<file path="config.mk">
export PLATFORM = sky130hd
export DESIGN_NAME = acltxbuf_ctrl
export DESIGN_NICKNAME = d
export VERILOG_FILES = /design/src/rtl/acltxbuf_ctrl.sv
export SDC_FILE = /design/constraint.sdc
export NUM_CORES = 1
export LEC_CHECK = 0
export CORE_AREA = 2 2 65 67
export DETAILED_ROUTE_END_ITERATION = 10
export DIE_AREA = 0 0 67 69
export HOLD_SLACK_MARGIN = 0.1
export PLACE_DENSITY = 0.93
export SYNTH_ARGS = -nofsm -noshare
export SYNTH_HDL_FRONTEND = slang
export SYNTH_SLANG_ARGS = --single-unit
</file>
<file path="constraint.sdc">
create_clock -name clk_6M -period 2.6 [get_ports clk_6M]
set_input_delay 0.26 -clock clk_6M [delete_from_list [all_inputs] [get_ports clk_6M]]
set_output_delay 0.26 -clock clk_6M [all_outputs]
set_load 0.05 [all_outputs]
</file>
<file path="src/rtl/acltxbuf_ctrl.sv">
// ACL transmit ping-pong payload buffer controller.
// Tracks two MCU-filled payload buffers and serves them to the packet encoder based on the ARQ decision.
module acltxbuf_ctrl (
  input  logic       clk_6M,
  input  logic       rst,
  input  logic       connsnew_p,
  input  logic       mcu_load_p,
  input  logic [9:0] mcu_load_len,
  input  logic       mcu_flush_p,
  input  logic       pk_encode,
  input  logic       header_st_p,
  input  logic       sendnewpy,
  input  logic       sendoldpy,
  input  logic       send0py,
  output logic       wrbuf_sel,
  output logic       wrbuf_avail,
  output logic       txbuf_sel,
  output logic [9:0] tx_pylen,
  output logic       tx_nullpkt,
  output logic       tx_decision_p,
  output logic       txbuf_released_p,
  output logic       flush_done_p,
  output logic       load_overrun
);

  typedef enum logic [1:0] {EMPTY = 2'd0, LOADED = 2'd1, INFLIGHT = 2'd2} bst_e;

  bst_e       st   [2];
  bst_e       st_n [2];
  bst_e       vst  [2];
  logic [9:0] len   [2];
  logic [9:0] len_n [2];
  logic       older, older_n;

  logic       wsel_n, wavail_n, sel_n, null_n, dec_n, rel_n, fd_n, ovr_n;
  logic [9:0] pylen_n;
  logic       decide, inf_any, inf_idx, ld_any, oldest;

  assign decide = pk_encode & header_st_p & (sendnewpy | sendoldpy | send0py);

  always_comb begin
    st_n    = st;
    len_n   = len;
    older_n = older;
    sel_n   = txbuf_sel;
    pylen_n = tx_pylen;
    null_n  = tx_nullpkt;
    dec_n   = 1'b0;
    rel_n   = 1'b0;
    fd_n    = 1'b0;
    ovr_n   = load_overrun;

    // A decision coinciding with a flush evaluates against an all-empty view.
    for (int i = 0; i < 2; i++) vst[i] = mcu_flush_p ? EMPTY : st[i];
    inf_any = (vst[0] == INFLIGHT) | (vst[1] == INFLIGHT);
    inf_idx = (vst[1] == INFLIGHT);
    ld_any  = (vst[0] == LOADED) | (vst[1] == LOADED);
    oldest  = ((vst[0] == LOADED) && (vst[1] == LOADED)) ? older : (vst[1] == LOADED);

    if (decide) begin
      dec_n = 1'b1;
      if (send0py) begin
        pylen_n = 10'd0;
        null_n  = 1'b0;
      end else if (sendoldpy && inf_any) begin
        sel_n   = inf_idx;
        pylen_n = len[inf_idx];
        null_n  = 1'b0;
      end else begin
        if (sendnewpy && inf_any) begin
          st_n[inf_idx] = EMPTY;
          rel_n         = 1'b1;
        end
        if (ld_any) begin
          st_n[oldest] = INFLIGHT;
          sel_n        = oldest;
          pylen_n      = len[oldest];
          null_n       = 1'b0;
        end else begin
          pylen_n = 10'd0;
          null_n  = 1'b1;
        end
      end
    end

    // Load target was EMPTY before this cycle, so it never collides with the decision update.
    if (mcu_load_p && !mcu_flush_p) begin
      if (wrbuf_avail) begin
        st_n[wrbuf_sel]  = LOADED;
        len_n[wrbuf_sel] = mcu_load_len;
        if (st[~wrbuf_sel] == LOADED) older_n = ~wrbuf_sel;
      end else begin
        ovr_n = 1'b1;
      end
    end

    if (mcu_flush_p) begin
      st_n[0] = EMPTY;
      st_n[1] = EMPTY;
      older_n = 1'b0;
      fd_n    = 1'b1;
    end

    if (connsnew_p) begin
      st_n[0]  = EMPTY;
      st_n[1]  = EMPTY;
      len_n[0] = 10'd0;
      len_n[1] = 10'd0;
      older_n  = 1'b0;
      sel_n    = 1'b0;
      pylen_n  = 10'd0;
      null_n   = 1'b1;
      dec_n    = 1'b0;
      rel_n    = 1'b0;
      fd_n     = 1'b0;
      ovr_n    = 1'b0;
    end

    wavail_n = (st_n[0] == EMPTY) | (st_n[1] == EMPTY);
    wsel_n   = (st_n[0] != EMPTY) & (st_n[1] == EMPTY);
  end

  always_ff @(posedge clk_6M or posedge rst) begin
    if (rst) begin
      st[0]            <= EMPTY;
      st[1]            <= EMPTY;
      len[0]           <= 10'd0;
      len[1]           <= 10'd0;
      older            <= 1'b0;
      wrbuf_sel        <= 1'b0;
      wrbuf_avail      <= 1'b1;
      txbuf_sel        <= 1'b0;
      tx_pylen         <= 10'd0;
      tx_nullpkt       <= 1'b1;
      tx_decision_p    <= 1'b0;
      txbuf_released_p <= 1'b0;
      flush_done_p     <= 1'b0;
      load_overrun     <= 1'b0;
    end else begin
      st               <= st_n;
      len              <= len_n;
      older            <= older_n;
      wrbuf_sel        <= wsel_n;
      wrbuf_avail      <= wavail_n;
      txbuf_sel        <= sel_n;
      tx_pylen         <= pylen_n;
      tx_nullpkt       <= null_n;
      tx_decision_p    <= dec_n;
      txbuf_released_p <= rel_n;
      flush_done_p     <= fd_n;
      load_overrun     <= ovr_n;
    end
  end

endmodule

</file>
== After elaboration in Yosys (flattened, before gate mapping) ==
Cells that the tools add are included.

* Bits in registers: 43
* Input bits: 20
* Output and inout port bits: 18
* Word-level logic and storage cells: 139

* $lt $le $gt $ge: 7
* Equality and inequality tests: 7
* Mux-type cells: 68
* Bitwise operators: 21
* Reductions and logical operators: 22

{| class="wikitable"
|+ Operators with widths
! operator !! number
|-
| 10-bit two-way mux || 12
|-
| 20-bit two-way mux || 3
|-
| 4-bit two-way mux || 12
|-
| 1-bit two-way mux || 28
|-
| 20-bit bitwise mux || 1
|-
| 2-bit two-way mux || 8
|-
| 3-bit nonzero test || 4
|-
| 10-bit demux with 1-bit select || 1
|-
| 2-bit greater-or-equal comparator (second input constant) || 4
|-
| 1-bit inverter with 2-bit output || 4
|-
| 2-bit nonzero test || 4
|-
| 1-bit logical AND || 7
|-
| 2-bit demux with 1-bit select || 3
|-
| 2-bit by 1-bit equality test with 1-bit output (second input constant) || 3
|-
| 2-bit by 1-bit less-than comparator with 1-bit output (second input constant) || 3
|-
| 3-bit AND reduction || 2
|-
| 1-bit OR || 5
|-
| 2-bit bitwise AND || 2
|-
| 4-bit bitwise AND || 1
|-
| 2-bit equality test (second input constant) || 2
|-
| 2-bit zero test || 2
|-
| 2-bit != test (second input constant) || 2
|-
| 2-bit inverter || 2
|-
| 4-bit inverter || 1
|-
| 5 further kinds || 9
|}

== Logic depth before layout (Yosys ltp) ==
Gate-level depths: netlist of the first run.

* Depth in word-level cells: 25
* Gate-level depth with buffers: 6
* Depth with buffers taken out: 5

== Least setup slack after synthesis of the first run ==
OpenSTA, ideal clock, no wires.

* Kind: input to register
* From: in pk_encode
* To: reg wrbuf_sel
* Library setup time: 119 ps
* Data arrival time: 1,528 ps
* Data required time: 2,481 ps
* Setup slack: 953 ps
* Stages: 6
* Buffers on the path: 1
* Path through: nand2_1 -> or3_1 -> buf_2 -> o41a_1 -> o31a_1 -> and2_1

* Longest elaborated chain between the ends: 10
* Elaborated cells on any way between the ends: 12
* Classes of those cells: mux: 5; bitwise: 5; reduce/logical: 2

{| class="wikitable"
|+ Ends and longest elaborated chain
! element !! RTL line !! source
|-
| start, declared || 10 || <nowiki>input logic pk_encode,</nowiki>
|-
| 1-bit bitwise AND (*) (2 in series) || 39 || <nowiki>assign decide = pk_encode & header_st_p & (sendnewpy | sendoldpy | send0py);</nowiki>
|-
| 4-bit two-way mux (*) || 60 || <nowiki>if (decide) begin</nowiki>
|-
| 2-bit OR (no source line) / 2-bit bitwise AND (equally long branches) || - ||
|-
| 4-bit two-way mux || 88 || <nowiki>if (wrbuf_avail) begin</nowiki>
|-
| 4-bit two-way mux (*) || 87 || <nowiki>if (mcu_load_p && !mcu_flush_p) begin</nowiki>
|-
| 4-bit two-way mux (*) || 97 || <nowiki>if (mcu_flush_p) begin</nowiki>
|-
| 4-bit two-way mux (*) || 104 || <nowiki>if (connsnew_p) begin</nowiki>
|-
| 2-bit nonzero test / 2-bit zero test (equally long branches) || 120 || <nowiki>wsel_n = (st_n[0] != EMPTY) & (st_n[1] == EMPTY);</nowiki>
|-
| 1-bit bitwise AND (*) || 120 ||
|-
| net wsel_n || 35 || <nowiki>logic wsel_n, wavail_n, sel_n, null_n, dec_n, rel_n, fd_n, ovr_n;</nowiki>
|-
| end signal, assigned || 143 || <nowiki>wrbuf_sel <= wsel_n;</nowiki>
|-
| end, declared || 15 || <nowiki>output logic wrbuf_sel,</nowiki>
|}

The timed path passes the listed nets; every way through them passes the cells marked *.
A chain may end at the register's enable or synchronous reset.

== Final worst setup path of the first run ==
* From: reg wrbuf_avail
* To: out wrbuf_avail

{| class="wikitable"
|+ RTL lines
! element !! RTL line !! source
|-
| start, declared || 16 || <nowiki>output logic wrbuf_avail,</nowiki>
|-
| start signal, assigned || 144 || <nowiki>wrbuf_avail <= wavail_n;</nowiki>
|}

No word-level cell between the ends.

==> reports/metrics.csv, run 1 <==
metric,value,unit
status,"complete, no violations",
clk_skew,0.008066,ns
GRT Total Usage,0.2524,
CTS sink cnt,43,
Rel. slew slack,0.5698,
Final ANT Viol Nets,0,
Detailed Routing Iterations Pass 1,4,
Synth cell types,34,
via density per instance,5.931,
Root Buffer,clkbuf_8,
Buffers & Inverters on Critical Path,1,
# diodes,0,
WL met1,2195,um
final WL,5198,um
Area Growth Syn to Fin,27.55,%
antenna violations before repair,0,
met3 WL,271,um
endpoints failing setup,0,
CP required,2.34,ns
total core area,0.003914,sq mm
Period minus WS final,1.954,ns
Post-CTS Setup Bufs,0,
Initial Util,0.5432,
Max Clk Rate,511.7,MHz
global-route wire length before repair,8921,um
Post-Synth Simple-Gate Area,0.2031,
Setup CP Type,register to output pin,
"EDFF count, synth",0,
top sig layer,met4,
crit end category,output pin,
largest net degree at the start of global routing,44,
die area,0.004623,sq mm
cts hold-fix bufs,0,
Critical Path Start Type,register,
Synth Instances,228,
"non-filler cells, final",320,
max_cap viols,0,
fin nets,289,
RSZ-0062 raised after global routing,no,
Synth Area in Adders,0,
Fin Hold WS,0.3926,ns
Detail Route met2 WL,2611,um
synthesized net count,248,
power density over the cells,537.3,mW/mm^2
compound-cell area share of the yosys netlist,0.1713,
gr ovfl total,0,
"CTS clk-pin slew, worst paths",0.08,ns
Die Y,69,um
worst-margin pin slew,0.6447,ns
wire length per cell,16.24,um
top cell family by delay on the critical path,buffers and inverters,
slowest CP cell,clkdlybuf4s50_1,
vias in the first global route,1946,
Die W,67,um
Pins Over Slew Limit,0,
post-CTS sizing,0,
Yosys reg bits,43,
Clock Latency Late Sink,0.30,ns
H-tree depth,2,
Synth Flop Type,dfrtp_1,
CP Launch Point,wrbuf_avail$_DFF_PP1_,
"Avg Cell Area, Syn",9.324,sq um
Fin Setup TNS,0,ns
crit path max fanout,5,
post-synthesis mux area share,0.09417,
total power,0.001457,W
leakage power,1.083,nW
reg-to-reg startpoint,st[2]$_DFF_PP0_,
dpl hpwl,3546,um
"slowest stage delay, CP",0.82,ns
Ys Warns,0,
buffers added on ports,37,
row cnt,23,
maximum VDD drop,0.2813,mV
Worst Path Arrival,1.69,ns
CTS Buf Count,5,
gpl congestion,0.9679,
placed cells,312,
register area share after synthesis,0.5074,
final period utilization,0.7517,
"most common cell after layout, fill and taps aside",nand2_1,
Post-Synth XOR/XNOR Area,0,
CTS tree,yes,
Vias,1898,
Fin. Hold Viols,0,
First DRT Iteration DRCs,126,
mapped cell area,0.002126,sq mm
CP cell instances,clkdlybuf4s50_1,
layout cells sized above 1,0.08148,
I/O pin count,38,
Synth async-reset ratio,1.000,
most frequent cells in the layout,"57 x nand2_1, 41 x dfrtp_1, 37 x clkdlybuf4s50_1",
class of the worst hold path,input port to async pin,
largest family of logic cells by synthesized area,simple AND/OR/NAND/NOR gates,
drt drc,0,
clock buffer depth,2,
[cells by family after synthesis]
logic type      Yosys count
flops                    43
simple gates             96
mux                      20
buf+inv                  13
compound gates           56
[power breakdown]
part	internal, W	switching (W)	total [W]
Sequential	0.000681	0.0000107	0.000692
Clock	0.000383	0.000238	0.000622
Combinational	0.0000602	0.0000831	0.000143
Total	0.00112	0.000332	0.00146
[cell usage after synthesis, types with 3 or more instances]
cell / count / share of area
a21oi_1: 26 / 0.061
clkbuf_1: 9 / 0.016
dfrtp_1: 41 / 0.48
mux2i_1: 20 / 0.094
nand2_1: 57 / 0.10
nand2b_1: 7 / 0.021
nor2_1: 13 / 0.023
nor2b_1: 3 / 0.0088
o21ai_0: 5 / 0.012
o21bai_1: 3 / 0.011
o221ai_1: 10 / 0.041
or3_1: 3 / 0.0088
[state kept, by name, indices dropped and copies added, names as in the netlist]
signal / count
load_overrun: 1
txbuf_sel: 1
st: 4
tx_pylen: 10
older: 1
wrbuf_avail: 1
wrbuf_sel: 1
tx_nullpkt: 1
len: 20
flush_done_p: 1
txbuf_released_p: 1
tx_decision_p: 1
[stage by stage]
step / cell area, sq um / setup slack (ns) / utilization
detailed placement: 2575 / 0.3749 / 0.6579
CTS: 2711 / 0.6502 / 0.6928
finish: 2711 / 0.6456 / 0.6928
global route: 2711 / 0.5716 / 0.6928
global placement: 2575 / 0.4129 / 0.6579
floorplan: 2126 / 0.9528 / -
[per-layer routing]
| layer | GRT usage | vias up |
|---|---|---|
| li1 | - | 883 |
| met1 | 0.3149 | 910 |
| met2 | 0.4004 | 91 |
| met3 | 0.06362 | 14 |
| met4 | 0.1247 | 0 |
| met5 | 0 | - |
[cell type report]
type                    count  area (sq um)
clock buffers               5         68.82
clock inverters             3         67.56
fillers                   308          1202
inverters                   2         7.507
multi-input cells         172         996.0
flip-flops and latches     43          1079
well taps                  50         62.56
repair buffers             45         430.4
[worst paths after layout]
kind | to | slack [ns] | cells past startpoint
worst min register to register | tx_pylen[1]$_DFFE_PP0P_ | 0.49 | 2
max in group asynchronous | wrbuf_avail$_DFF_PP1_ | 1.83 | 3
worst min-delay path | txbuf_sel$_DFFE_PP0P_ | 0.39 | 3
min in group clk_6M | tx_pylen[1]$_DFFE_PP0P_ | 0.49 | 2
worst max register to register | wrbuf_sel$_DFF_PP0_ | 0.82 | 5
worst max-delay path | wrbuf_avail | 0.65 | 1
(Power assumes the default switching activity.)
==> run 2: changes to the inputs <==
==> config.mk (replaced) <==
export PLATFORM = sky130hd
export DESIGN_NAME = acltxbuf_ctrl
export DESIGN_NICKNAME = d
export VERILOG_FILES = /design/src/rtl/acltxbuf_ctrl.sv
export SDC_FILE = /design/constraint.sdc
export NUM_CORES = 1
export LEC_CHECK = 0
export CORE_AREA = 2 2 67 69
export DETAILED_ROUTE_END_ITERATION = 10
export DIE_AREA = 0 0 69 71
export HOLD_SLACK_MARGIN = 0.1
export PLACE_DENSITY = 0.89
export SYNTH_ARGS = -nofsm -noshare
export SYNTH_HDL_FRONTEND = slang
export SYNTH_SLANG_ARGS = --single-unit
==> constraint.sdc (replaced) <==
create_clock -name clk_6M -period 2 [get_ports clk_6M]
set_input_delay 0.2 -clock clk_6M [delete_from_list [all_inputs] [get_ports clk_6M]]
set_output_delay 0.2 -clock clk_6M [all_outputs]
set_load 0.05 [all_outputs]
==> reports/metrics.csv, run 2 (synthesis results as in run 1) <==
metric,value,unit,change
status,"complete, no violations",,
maximum VDD drop,0.4075,mV,+45%
CTS Buf Count,5,,unchanged
CP Capture Point,wrbuf_avail,,
Worst Path Arrival,1.66,ns,-0.03 ns
drt drc,0,,unchanged
CTS sink cnt,43,,unchanged
Die Y,71,um,+2.9%
Final Worst Setup Slack,0.1424,ns,-0.5031 ns
endpoints failing setup,0,,unchanged
CP Launch Point,wrbuf_avail$_DFF_PP1_,,
vias in the first global route,1907,,-2.0%
most frequent cells in the layout,"57 x nand2_1, 41 x dfrtp_1, 37 x clkdlybuf4s50_1",,
GRT Total Usage,0.2255,,-0.02692
CP required,1.80,ns,-0.54 ns
class of the worst hold path,input port to async pin,,
largest net degree at the start of global routing,44,,unchanged
Fin Setup TNS,0,ns,unchanged
wire length per cell,15.78,um,-2.9%
dpl hpwl,3633,um,+2.5%
top cell family by delay on the critical path,buffers and inverters,,
Die W,69,um,+3.0%
reg2reg path depth,6,,+1
fillcell total,329,,+6.8%
Buffers & Inverters on Critical Path,1,,unchanged
via density per instance,5.760,,-2.9%
Clock Latency Late Sink,0.30,ns,about the same
final period utilization,0.9288,,
H-tree depth,2,,unchanged
total core area,0.004204,sq mm,+7.4%
gpl congestion,0.9105,,-5.9%
max reg flops,20,,unchanged
pre-CTS WS,-0.02633,ns,-0.4012 ns
Detailed Routing Iterations Pass 1,4,,unchanged
# diodes,0,,unchanged
fin nets,304,,+5.2%
reg-to-reg startpoint,st[2]$_DFF_PP0_,,
Area Growth Syn to Fin,32.78,%,
First DRT Iteration DRCs,190,,+51%
Fin Hold WS,0.3380,ns,-0.05456 ns
final WL,5317,um,+2.3%
Reg with most FFs,len,,
Post-CTS Setup Bufs,0,,unchanged
Initial Util,0.5057,,-0.03750
RSZ-0062 raised after global routing,no,,
r2r setup slk,0.15,ns,-0.67 ns
buffers added on ports,37,,unchanged
"most common cell after layout, fill and taps aside",nand2_1,,
cts hold-fix bufs,0,,unchanged
Vias,1941,,+2.3%
Critical Path Start Type,register,,
Pins Over Slew Limit,0,,unchanged
clock buffer depth,2,,unchanged
gr ovfl total,0,,unchanged
Period minus WS final,1.858,ns,
Crit path depth,1,,unchanged
power density over the cells,667.9,mW/mm^2,+24%
CTS tree,yes,,
max_cap viols,0,,unchanged
Final ANT Viol Nets,0,,unchanged
crit path max fanout,5,,unchanged
slowest CP cell,clkdlybuf4s50_1,,
Fin. Hold Viols,0,,unchanged
Rel. slew slack,0.6452,,+0.07547
"CTS clk-pin slew, worst paths",0.08,ns,about the same
post-CTS sizing,0,,unchanged
crit end category,output pin,,
Final Util,0.6714,,-0.02135
Max Clk Rate,538.3,MHz,
Setup CP Type,register to output pin,,
Largest regs,"len (20), tx_pylen (10), st (4)",,
antenna violations before repair,0,,unchanged
Root Buffer,clkbuf_8,,
leakage power,1.155,nW,+6.6%
die area,0.004899,sq mm,+6.0%
row cnt,24,,+4.3%
worst-margin pin slew,0.5321,ns,-0.1125 ns
layout cells sized above 1,0.1263,,+0.04483
clk_skew,0.008757,ns,+0.0006908 ns
CP cell instances,clkdlybuf4s50_1,,
global-route wire length before repair,8714,um,-2.3%
"slowest stage delay, CP",0.80,ns,-0.02 ns
I/O pin count,38,,unchanged
r2r endpoint,wrbuf_sel$_DFF_PP0_,,
==> run 2: changes by cell type in the layout (fill, tap and decap cells not counted) <==
cell and delta:
clkbuf_1 +1, buf_4 +15, clkinvlp_4 -1
==> run 2: worst min-delay path by stage <==
| stage | end | cells after the start |
|---|---|---|
| global placement | tx_pylen[7]$_DFFE_PP0P_ | 2 |
| CTS | len[9]$_DFFE_PP0P_ | 3 |
| floorplan | len[10]$_DFFE_PP0P_ | 2 |
| finish | len[2]$_DFFE_PP0P_ | 3 |
| detailed placement | tx_pylen[0]$_DFFE_PP0P_ | 2 |
| global route | tx_pylen[2]$_DFFE_PP0P_ | 3 |
==> run 2: final cells by class <==
cell class	count	area, sq um	share of cell area
Multi-Input combinational cell	172	996.0	0.3528
Tap cell	52	65.06	0.02305
Clock buffer	6	72.57	0.02571
Sequential cell	43	1079	0.3821
Clock inverter	2	60.06	0.02128
Inverter	2	7.507	0.002660
Timing Repair Buffer	60	543.0	0.1924
==> run 2: power by group <==
group	internal (W)	switching [W]
clock	0.000499	0.000289
sequential	0.000886	0.0000133
combinational	0.0000879	0.000110
total	0.00147	0.000412
==> run 2: through the flow <==
stage | total power (W) | cell area (sq um) | instances
3_3_place_gp | 0.001106 | 2690 | 329
2_1_floorplan | 0.001013 | 2126 | 228
3_5_place_dp | 0.001112 | 2690 | 329
5_1_grt | 0.001948 | 2823 | 337
6_report | 0.001885 | 2823 | 337
4_1_cts | 0.001896 | 2823 | 337
==> run 2: routing by layer <==
metal	share of wire	track usage	wire length (um)	vias up
li1	-	-	-	918
met1	0.41	0.2649	2184	947
met2	0.52	0.3932	2751	63
met3	0.047	0.04986	248	13
met4	0.025	0.1089	133	0
met5	0	0	0	-
==> run 2: worst reg2reg max path: cells and delay by family, from the launching register on <==
family | cells | cell delay (ns)
simple gates | 3 | 0.78
flops | 1 | 0.43
buf+inv | 1 | 0.19
compound gates | 2 | 0.35
